**config.mk**
```make
export PLATFORM = sky130hd
export DESIGN_NAME = imm_gen_stage
export DESIGN_NICKNAME = d
export VERILOG_FILES = /design/src/rtl/imm_gen_stage.sv
export SDC_FILE = /design/constraint.sdc
export NUM_CORES = 1
export LEC_CHECK = 0
export BUFFER_PORTS_ARGS = -buffer_cell sky130_fd_sc_hd__buf_2
export CORE_MARGIN = 10
export CORE_UTILIZATION = 52
export CTS_CLUSTER_SIZE = 16
export DETAILED_ROUTE_END_ITERATION = 7
export PLACE_DENSITY = 0.72
export SETUP_SLACK_MARGIN = 0.2
export SLEW_MARGIN = 20
export SYNTH_ARGS = -nofsm -noshare
export SYNTH_HDL_FRONTEND = slang
export SYNTH_SLANG_ARGS = --single-unit
```
**constraint.sdc**
```tcl
create_clock -name i_clk -period 2.9 [get_ports i_clk]
set_clock_uncertainty 0.2 [all_clocks]
set_input_delay 0.145 -clock i_clk [delete_from_list [all_inputs] [get_ports i_clk]]
set_output_delay 0.145 -clock i_clk [all_outputs]
set_load 0.02 [all_outputs]
```
**src/rtl/imm_gen_stage.sv**
```systemverilog
// Registered immediate-generation stage: decodes the RV32I/RV64I immediate of each
// instruction and holds it in a main output register backed by a one-entry skid register.
module imm_gen_stage #(
  parameter int XLEN     = 32,
  parameter bit EN_ZICSR = 1'b1
) (
  input  logic            i_clk,
  input  logic            i_rst_n,
  input  logic            i_flush,
  input  logic            i_valid,
  output logic            o_ready,
  input  logic [31:0]     i_instr,
  output logic            o_valid,
  input  logic            i_ready,
  output logic [31:0]     o_instr,
  output logic [XLEN-1:0] o_imm,
  output logic [2:0]      o_imm_type,
  output logic            o_illegal,
  output logic [1:0]      o_dbg_state
);

  // Handshake: a word moves upstream->stage when i_valid && o_ready and stage->downstream
  // when o_valid && i_ready; while o_valid && !i_ready every output holds its value.

  localparam logic [6:0] OPC_LOAD     = 7'h03;
  localparam logic [6:0] OPC_MISC_MEM = 7'h0F;
  localparam logic [6:0] OPC_OP_IMM   = 7'h13;
  localparam logic [6:0] OPC_AUIPC    = 7'h17;
  localparam logic [6:0] OPC_OP_IMM32 = 7'h1B;
  localparam logic [6:0] OPC_STORE    = 7'h23;
  localparam logic [6:0] OPC_OP       = 7'h33;
  localparam logic [6:0] OPC_LUI      = 7'h37;
  localparam logic [6:0] OPC_OP32     = 7'h3B;
  localparam logic [6:0] OPC_BRANCH   = 7'h63;
  localparam logic [6:0] OPC_JALR     = 7'h67;
  localparam logic [6:0] OPC_JAL      = 7'h6F;
  localparam logic [6:0] OPC_SYSTEM   = 7'h73;

  localparam logic [2:0] T_NONE = 3'd0;
  localparam logic [2:0] T_I    = 3'd1;
  localparam logic [2:0] T_S    = 3'd2;
  localparam logic [2:0] T_B    = 3'd3;
  localparam logic [2:0] T_J    = 3'd4;
  localparam logic [2:0] T_U    = 3'd5;
  localparam logic [2:0] T_Z    = 3'd6;

  typedef enum logic [1:0] {
    S_EMPTY = 2'd0,
    S_ONE   = 2'd1,
    S_FULL  = 2'd2
  } state_t;

  typedef struct packed {
    logic [31:0]     instr;
    logic [XLEN-1:0] imm;
    logic [2:0]      imm_type;
    logic            illegal;
  } entry_t;

  state_t state, state_nxt;
  entry_t main_q, skid_q, dec;
  logic   ready_q;
  logic   in_xfer, out_xfer;
  logic   load_main_in, load_main_skid, load_skid;
  logic   is_shift;
  logic [5:0] shamt;

  function automatic logic [XLEN-1:0] sext(input logic [31:0] v);
    return XLEN'(signed'(v));
  endfunction

  assign is_shift = (i_instr[14:12] == 3'b001) || (i_instr[14:12] == 3'b101);
  assign shamt    = (XLEN == 64) ? i_instr[25:20] : {1'b0, i_instr[24:20]};

  always_comb begin
    dec          = '0;
    dec.instr    = i_instr;
    dec.imm_type = T_NONE;
    case (i_instr[6:0])
      OPC_LOAD, OPC_JALR: begin
        dec.imm      = sext({{20{i_instr[31]}}, i_instr[31:20]});
        dec.imm_type = T_I;
      end
      OPC_OP_IMM: begin
        dec.imm      = is_shift ? XLEN'(shamt) : sext({{20{i_instr[31]}}, i_instr[31:20]});
        dec.imm_type = T_I;
      end
      // Word-sized shifts only exist on RV64 and always carry a 5-bit shamt.
      OPC_OP_IMM32: begin
        if (XLEN == 64) begin
          dec.imm      = is_shift ? XLEN'(i_instr[24:20]) : sext({{20{i_instr[31]}}, i_instr[31:20]});
          dec.imm_type = T_I;
        end else begin
          dec.illegal = 1'b1;
        end
      end
      OPC_STORE: begin
        dec.imm      = sext({{20{i_instr[31]}}, i_instr[31:25], i_instr[11:7]});
        dec.imm_type = T_S;
      end
      OPC_BRANCH: begin
        dec.imm      = sext({{19{i_instr[31]}}, i_instr[31], i_instr[7], i_instr[30:25], i_instr[11:8], 1'b0});
        dec.imm_type = T_B;
      end
      OPC_JAL: begin
        dec.imm      = sext({{11{i_instr[31]}}, i_instr[31], i_instr[19:12], i_instr[20], i_instr[30:21], 1'b0});
        dec.imm_type = T_J;
      end
      OPC_LUI, OPC_AUIPC: begin
        dec.imm      = sext({i_instr[31:12], 12'h000});
        dec.imm_type = T_U;
      end
      OPC_SYSTEM: begin
        if (EN_ZICSR && i_instr[14]) begin
          dec.imm      = XLEN'(i_instr[19:15]);
          dec.imm_type = T_Z;
        end
      end
      OPC_OP, OPC_MISC_MEM: begin
      end
      OPC_OP32: dec.illegal = (XLEN != 64);
      default:  dec.illegal = 1'b1;
    endcase
  end

  assign in_xfer  = i_valid && ready_q;
  assign out_xfer = (state != S_EMPTY) && i_ready;

  always_comb begin
    state_nxt      = state;
    load_main_in   = 1'b0;
    load_main_skid = 1'b0;
    load_skid      = 1'b0;
    if (i_flush) begin
      state_nxt = S_EMPTY;
    end else begin
      case (state)
        S_EMPTY: begin
          if (in_xfer) begin
            state_nxt    = S_ONE;
            load_main_in = 1'b1;
          end
        end
        S_ONE: begin
          if (in_xfer && out_xfer) begin
            load_main_in = 1'b1;
          end else if (out_xfer) begin
            state_nxt = S_EMPTY;
          end else if (in_xfer) begin
            state_nxt = S_FULL;
            load_skid = 1'b1;
          end
        end
        S_FULL: begin
          if (out_xfer) begin
            state_nxt      = S_ONE;
            load_main_skid = 1'b1;
          end
        end
        default: state_nxt = S_EMPTY;
      endcase
    end
  end

  always_ff @(posedge i_clk or negedge i_rst_n) begin
    if (!i_rst_n) begin
      state   <= S_EMPTY;
      ready_q <= 1'b1;
      main_q  <= '0;
      skid_q  <= '0;
    end else begin
      state   <= state_nxt;
      ready_q <= (state_nxt != S_FULL);
      if (i_flush) begin
        main_q <= '0;
        skid_q <= '0;
      end else begin
        if (load_main_in) begin
          main_q <= dec;
        end else if (load_main_skid) begin
          main_q <= skid_q;
        end
        if (load_skid) begin
          skid_q <= dec;
        end
      end
    end
  end

  assign o_ready     = ready_q;
  assign o_valid     = (state != S_EMPTY);
  assign o_instr     = main_q.instr;
  assign o_imm       = main_q.imm;
  assign o_imm_type  = main_q.imm_type;
  assign o_illegal   = main_q.illegal;
  assign o_dbg_state = state;

endmodule
```
[After elaboration in Yosys (flattened, before gate mapping)]
Cells that the tools add are included.
Operators by class
  reductions and logical operators: 11
  equal/unequal tests: 16
  mux-type cells: 27
Operators by type and width (count)
  $mux 68: 5
  $pmux 35 s7: 1
  $mux 32: 1
  $eq 7x7->1 const B: 4
  $eq 7x6->1 const B: 3
  $eq 7x5->1 const B: 2
  $mux 2: 6
  $mux 1: 11
  $reduce_or 11->1: 1
  $mux 8: 1
  $eq 7x2->1 const B: 1
  $eq 7x4->1 const B: 1
  $pmux 2 s3: 1
  $reduce_bool 2->1: 2
  $reduce_or 2->1: 2
  $eq 3x1->1 const B: 1
  $eq 3x3->1 const B: 1
  $logic_and 1x1->1: 3
  $reduce_bool 3->1: 1
  $eq 2x1->1 const B: 1
  $eq 2x2->1 const B: 1
  $logic_not 2->1: 1
  $ne 2x2->1 const B: 1
  $pmux 1 s2: 1
  $logic_or 1x1->1: 1
Storage, ports and cells
  bits of input ports: 37
  output and inout port bits: 72
  word-level logic and storage cells: 64
  register bits after elaboration: 139

[Logic depth before layout (Yosys ltp)]
Gate-level depths: netlist of run 1.
  depth in word-level cells: 8
  mapped depth: 7
  depth with buffers taken out: 4

[Worst setup path before layout of run 1]
OpenSTA, ideal clock, no wires.
  kind: reg2reg
  from: register ready_q, in the netlist o_ready
  to: register main_q (netlist bit o_instr[12])
  cell stages (with the launch flop): 7
  period minus slack after synthesis: 2.023 ns
  path buffers: 3
  setup slack: 0.877 ns
  setup time: 0.094 ns
  arrival time: 1.729 ns
  required time: 2.606 ns
  cell sequence: dfstp_2 > nand2_1 > or3_1 > clkbuf_1 > buf_2 > buf_6 > a211oi_1
Between the ends
  word-level cells in the longest chain between the ends: 7
  elaborated cells between the ends (all ways): 9
RTL lines
  start, declared: line 62  | logic ready_q;
  start signal, assigned: line 173  | ready_q <= (state_nxt != S_FULL);
  $logic_and 1x1->1 (*): line 126  | assign in_xfer = i_valid && ready_q;
  $logic_and 1x1->1: line 145  | if (in_xfer && out_xfer) begin
  $mux 1: line 145
  $pmux 1 s2 (*): line 137  | case (state)
  $mux 1 (*): line 134  | if (i_flush) begin
  $mux 68: line 178  | if (load_main_in) begin
  $mux 68: line 174  | if (i_flush) begin
  end signal, assigned: line 181  | main_q <= skid_q;
  end, declared: line 61  | entry_t main_q, skid_q, dec;
Every way passes the cells marked *; elsewhere a longest branch is shown, timed or not.
A chain may end at the register's enable or synchronous reset.

[Worst setup path after layout of run 1]
  from: register state[1], in the netlist o_dbg_state[1]
  to: register skid_q[37] (netlist name)
Between the ends
  word-level cells in the longest chain between the ends: 7
  elaborated cells between the ends (all ways): 9
RTL lines
  start, declared: line 60  | state_t state, state_nxt;
  start signal, assigned: line 172  | state <= state_nxt;
  $reduce_bool 2->1: line 127  | assign out_xfer = (state != S_EMPTY) && i_ready;
  $logic_and 1x1->1: line 127
  $mux 1 or $logic_and 1x1->1 (tied branches): line 147, 145
  $mux 1: line 145
  $mux 1 (*): line 137
  $mux 1 (*): line 134
  $reduce_bool 2->1 (no line) (*)
  end signal, assigned: line 170  | skid_q <= '0;
  end signal, assigned: line 176  | skid_q <= '0;
  end signal, assigned: line 184  | skid_q <= dec;
  end, declared: line 61
Marks and branches as above.

==> flow_summary.yaml, run 1 <==
timing:
  fin_crit_sh: 0.832
  period_minus_slack_ns: 2.41
  rsz0062_at_grt: "false"
  hold_ws_ns: 0.0406
  slew_violations: 0
  relSlewSlack: 0.459
  tightest_slew_ns: 0.812
  finalHoldViolCount: 0
  setup-violations-final: 0
  fmax_mhz: 415
  tns_ns: 0
final_layout:
  syn_to_final_growth_pct: 23.9
  n_antenna_cell: 0
  nets: 851
  final-instance-count-excl-fill: 999
  n_fill_cell: 1027
  drive_gt1_frac: 0.224
critical_path:
  end_kind: "flip-flop"
  path_class: "reg2reg"
  required_ns: 3.03
  start_kind: "flip-flop"
  worst_ep_arrival_time_ns: 2.54
  path_max_fanout: 17
yosys:
  synthFlopType: "dfrtp_1"
  synth_area_per_cell_um2: 9.64
  synth_top_area_frac: 0.514
  syn-instance-count: 697
  synth_cell_types: 53
  syn-cell-area_mm2: 0.00672
  yosysTopAreaCell: "dfrtp_1"
  synth_edf_count: 0
  yosysMostFrequentCell: "dfrtp_1"
  synth_seq_cells: 139
  synth.area.top_cells: "dfrtp_1 51%, nand2_1 5.9%, nor2_1 5.2%"
  ys_top_cells_by_count: "138 x dfrtp_1, 106 x nand2_1, 93 x nor2_1, 46 x a211oi_1, 45 x a21oi_1"
  async_flop_share: 1.00
  yosys_warnings: 0
  ys_seq_area_frac: 0.518
  syn_nets: 734
flow_run:
  max_cap_viol_count: 0
clocking:
  cts.clk_slew.worst_paths_ns: 0.06
  insertion_delay_ns: 0.42
  clock_sinks: 139
  cts_root_buf: "clkbuf_16"
  cts_tree: "done"
  clk_path_buf_depth: 2
  cts_buffers: 17
  cts_max_level: 4
pwr:
  p_comb_frac: 0.145
  power_density_mw_per_mm2: 606
  p_sw_uw: 1340
  p_seq_frac: 0.420
  swShare: 0.266
  p_leak_uw: 0.00383
  vdd_drop_max_mv: 0.369
  power.internal_uw: 3700
  clkPwrFrac: 0.435
placement:
  dp_hpwl_mm: 12.4
  gp_congestion: 0.841
  dp.cells: 933
  port_buffers: 108
drt:
  drtIter0Drc: 671
  wl_per_cell_um: 19.2
  vias_per_cell: 5.98
  drc: 0
  ant_nets: 0
  vias: 5970
  wirelength_mm: 19.2
  drtPass1Iterations: 6
global_route:
  grt_max_degree: 94
  antenna_found_initial: 0
  grt_pass1_vias: 5962
  grt_busiest_layer: "met2"
  overflow: 0
  grt_first_pass_wirelength_mm: 31.6
  grt_use_met1: 0.283
  gr-usage-met2: 0.343
  grtUsageTotal: 0.216
  met3_usage: 0.0564
floorplan:
  pin_count: 109
  die_y_um: 134
  floorplan.initialDensity: 0.532
  die_w_um: 134
  fp-row-count: 41
  die_area_mm2: 0.0179
  core_mm2: 0.0126
run_status:
  status: "complete, no violations"
worst_hold_path:
  hold_class: "in2reg"
cells by family after synthesis:
| family | share of synthesized area |
|---|---|
| AOI/OAI and AO/OA | 0.219 |
| xor gates and xnor gates | 0.00130 |
| buffers and inverters | 0.0462 |
| DFF | 0.518 |
| muxes | 0.0508 |
| and+or+nand+nor | 0.165 |
power groups by stage:
stage                     clock (uW)  combinational (uW)  sequential, uW
final                           2190                 733            2120
after global routing            2310                 800            2130
after CTS                       2220                 737            2120
after detailed placement           0                 698            2150
after global placement             0                 682            2140
after floorplan                    0                 325            2240
final timing paths:
kind	start	cells after the start	end	slack (ns)
min in group asynchronous	i_rst_n	2	o_imm[6]	0.12
max	o_dbg_state[1]	5	skid_q[37]	0.49
max in group asynchronous	i_rst_n	3	skid_q[47]	1.54
min reg2reg	skid_q[14]	2	skid_q[14]	0.31
min	i_valid	4	o_ready	0.04
max reg2reg	o_dbg_state[1]	5	skid_q[37]	0.49
final cells by class:
cell class              instances  area, um2  area share
flip-flops and latches        139       3480       0.418
clock buffers                  26        519      0.0624
inverters                       7       26.3     0.00316
multi-input cells             487       2950       0.354
clock inverters                 6       82.6     0.00992
well taps                     172        215      0.0259
repair buffers                162       1050       0.126
routing by layer:
layer | part of all wire | vias up
li1 | - | 2749
met1 | 0.43 | 2923
met2 | 0.48 | 269
met3 | 0.080 | 29
met4 | 0.015 | 0
met5 | 0 | -
placed cells by master, fill, tap and decap left out, types with 17 or more instances in the layout:
cell type,instances
buf_2,106
mux2i_1,33
a311oi_1,35
clkbuf_16,17
nor2_1,92
nand2_1,106
a211oi_1,46
a21oi_1,45
buf_4,20
dlygate4sd3_1,34
nand3_1,17
dfrtp_1,138
o21ai_0,33
stage by stage:
step | total power, uW | area, um2 | util | worst slack, ns
final | 5050 | 8320 | 0.659 | 0.489
after floorplan | 2570 | 6720 | - | 0.877
after global placement | 2830 | 7380 | 0.584 | 0.562
after global routing | 5240 | 8320 | 0.659 | 0.342
after detailed placement | 2850 | 7380 | 0.584 | 0.332
after CTS | 5080 | 8320 | 0.659 | 0.334
registers in the layout, summed over array words and instances, names as in the netlist:
signal       count
o_imm           32
o_dbg_state      2
o_imm_type       3
o_ready          1
o_illegal        1
o_instr         32
skid_q          68
critical path: stages, from the launching register on:
cell,delay (ns)
dfrtp_1,0.61
nand4b_1,0.27
nand2b_1,0.64
buf_4,0.36
nand2_1,0.09
a21oi_1,0.15
what timing repair did:
action,in CTS,in global routing
gates resized for setup,0,1
endpoints found under the setup margin,0,1
setup buffers,0,0
endpoints found under the hold margin,189,0
hold buffers,34,0
Power figures use the tool's default switching activity.
==> run 2: changes to the inputs <==
--- a/config.mk
+++ b/config.mk
@@ -5,6 +5,7 @@
 export SDC_FILE = /design/constraint.sdc
 export NUM_CORES = 1
 export LEC_CHECK = 0
+export ABC_AREA = 1
 export BUFFER_PORTS_ARGS = -buffer_cell sky130_fd_sc_hd__buf_2
 export CORE_MARGIN = 10
 export CORE_UTILIZATION = 52
==> constraint.sdc (replaced) <==
create_clock -name i_clk -period 2.4 [get_ports i_clk]
set_clock_uncertainty 0.2 [all_clocks]
set_input_delay 0.12 -clock i_clk [delete_from_list [all_inputs] [get_ports i_clk]]
set_output_delay 0.12 -clock i_clk [all_outputs]
set_load 0.02 [all_outputs]
==> flow_summary.yaml, run 2 <==
placement:
  port_buffers: 108
  dp.cells: 1153
  gp_congestion: 0.884
  dp_hpwl_mm: 13.7
floorplan:
  floorplan.initialDensity: 0.533
  die_w_um: 136
  core_mm2: 0.0132
  pin_count: 109
  die_area_mm2: 0.0186
  fp-row-count: 42
  die_y_um: 136
drt:
  vias_per_cell: 5.51
  wl_per_cell_um: 17.1
  top_layer_used: "met4"
  met2_length_mm: 9.75
  wl_met1_mm: 9.05
  wl_met3_mm: 1.70
  wirelength_mm: 20.9
  ant_nets: 0
  drc: 0
  drtIter0Drc: 769
  vias: 6744
  drtPass1Iterations: 5
critical_path:
  slowest_stage: "dlygate4sd3_1"
  required_ns: 2.54
  critPathBufInv: 4
  worst_ep_arrival_time_ns: 2.18
  path_class: "in2reg"
  cpLargestDelayFamily: "buffers and inverters"
  cp_cell_sequence: "dlygate4sd3_1 > buf_2 > inv_2 > nand2_2 > nor2_8 > buf_4 > nand3_1 > nand2_1 > nor2_1 > nand3_1 > nand2_1 > a21oi_1"
  start_kind: "primary input"
  path_max_fanout: 23
  end_kind: "flip-flop"
  max_stage_delay_ns: 0.54
pwr:
  swShare: 0.279
  p_sw_uw: 1770
  power.internal_uw: 4580
  p_seq_frac: 0.404
  p_total_uw: 6360
  p_comb_frac: 0.158
  p_leak_uw: 0.00476
  clkPwrFrac: 0.437
  vdd_drop_max_mv: 0.530
  power_density_mw_per_mm2: 724
yosys:
  syn-instance-count: 902
  synth.area.top_cells: "dfrtp_1 49%, nand2_1 11%, inv_1 5.6%"
  ys_top_cells_by_count: "206 x nand2_1, 138 x dfrtp_1, 106 x inv_1, 99 x nor2_1, 75 x a21oi_1"
  synth_cell_types: 29
  async_flop_share: 1.00
  synth_edf_count: 0
  yosys_warnings: 0
  synth_area_per_cell_um2: 7.82
  yosysTopAreaCell: "dfrtp_1"
  synth_top_area_frac: 0.490
  synth_seq_cells: 139
  ys_seq_area_frac: 0.493
  syn_nets: 939
  synthFlopType: "dfrtp_1"
  yosysMostFrequentCell: "nand2_1"
  syn-cell-area_mm2: 0.00705
timing:
  slew_violations: 0
  relSlewSlack: 0.540
  period_minus_slack_ns: 2.05
  tns_ns: 0
  finalHoldViolCount: 0
  fin_crit_sh: 0.853
  setup-violations-final: 0
  rsz0062_at_grt: "false"
  tightest_slew_ns: 0.689
  fmax_mhz: 488
flow_run:
  max_cap_viol_count: 0
final_layout:
  nets: 1070
  regMostFlops: "skid_q"
  syn_to_final_growth_pct: 24.4
  layout_commonest_cell: "nand2_1"
  n_fill_cell: 1180
  largest_reg_flops: 68
  final-instance-count-excl-fill: 1223
  drive_gt1_frac: 0.186
  final_cell_mix: "206 x nand2_1, 138 x dfrtp_1, 107 x buf_2"
worst_hold_path:
  hold_class: "in2async"
clocking:
  cts_tree: "done"
  clk_path_buf_depth: 2
  cts_max_level: 4
  cts_root_buf: "clkbuf_16"
  cts_buffers: 17
  postCtsSetupBuffers: 0
  insertion_delay_ns: 0.42
  cts.clk_slew.worst_paths_ns: 0.06
  clock_sinks: 139
global_route:
  grt_max_degree: 54
  grt_pass1_vias: 6599
  overflow: 0
  grtUsageTotal: 0.232
  antenna_found_initial: 1
  grt_first_pass_wirelength_mm: 34.5
run_status:
  status: "complete, no violations"
[run 2: cell count changes after synthesis, sizes merged, moves of 7 or more]
cell / delta
mux2i: -33
a211oi: -46
a21oi: +29
o22ai: +26
nor2: +12
nor2b: -7
o221ai: +31
nand3: +61
inv: +108
clkbuf: -8
a311oi: -40
nand2: +107
[run 2: area by class of cell]
type	count	area [um2]	area share
flip-flops and latches	139	3480	0.396
multi-input cells	591	2860	0.326
repair buffers	168	1140	0.130
clock buffers	22	494	0.0563
inverters	116	435	0.0496
well taps	176	220	0.0251
clock inverters	10	138	0.0157
diodes	1	2.50	0.000285
[run 2: path summary, 6_finish.rpt]
check	cells after the start	from	end	slack, ns
max	12	i_instr[4]	o_imm[19]	0.35
min	2	i_rst_n	o_dbg_state[1]	0.03
max reg2reg	6	o_ready	o_dbg_state[0]	0.36
min reg2reg	2	skid_q[22]	skid_q[22]	0.28
max in group asynchronous	3	i_rst_n	skid_q[27]	1.34
min in group i_clk	2	skid_q[22]	skid_q[22]	0.28
[run 2: kinds of logic after synthesis]
logic type / share of synthesized area
and+or+nand+nor: 0.255
AOI/OAI and AO/OA: 0.150
buffers and inverters: 0.101
DFF: 0.493
[run 2: through the flow]
| step | util | hold slack (ns) | setup slack [ns] | instance area, um2 |
|---|---|---|---|---|
| after floorplan | - | -0.376 | 0.485 | 7050 |
| final | 0.663 | 0.0303 | 0.353 | 8780 |
| after detailed placement | 0.586 | -0.0785 | 0.466 | 7760 |
| after CTS | 0.662 | 0.0431 | 0.270 | 8760 |
| after global routing | 0.663 | 0.0732 | 0.228 | 8780 |
| after global placement | 0.586 | -0.0844 | 0.492 | 7760 |
[run 2: power by group through the flow]
| stage | logic [uW] | registers (uW) | clock network (uW) |
|---|---|---|---|
| after floorplan | 392 | 2770 | 0 |
| after global placement | 948 | 2600 | 0 |
| after detailed placement | 954 | 2610 | 0 |
| after CTS | 1010 | 2570 | 2800 |
| after global routing | 1110 | 2590 | 2890 |
| final | 1010 | 2570 | 2780 |
[run 2: worst register-to-register path, stage by stage, from the launching register on]
cell and delay, ns:
dfstp_2 0.53, nand2_1 0.09, nor2_2 0.13, nand3_1 0.16, buf_6 0.22, o21ai_0 0.10, dlygate4sd3_1 0.57
[run 2: routing by layer]
metal  track usage  vias up
met4        0.0787        0
met5             0        -
met1         0.307     3213
li1              -     3205
met3        0.0554       36
met2         0.363      290
[run 2: what timing repair did]
item,CTS,global route
hold buffers,37,0
hold endpoints to repair,201,0
setup endpoints to repair,0,11
gates resized for setup,0,2
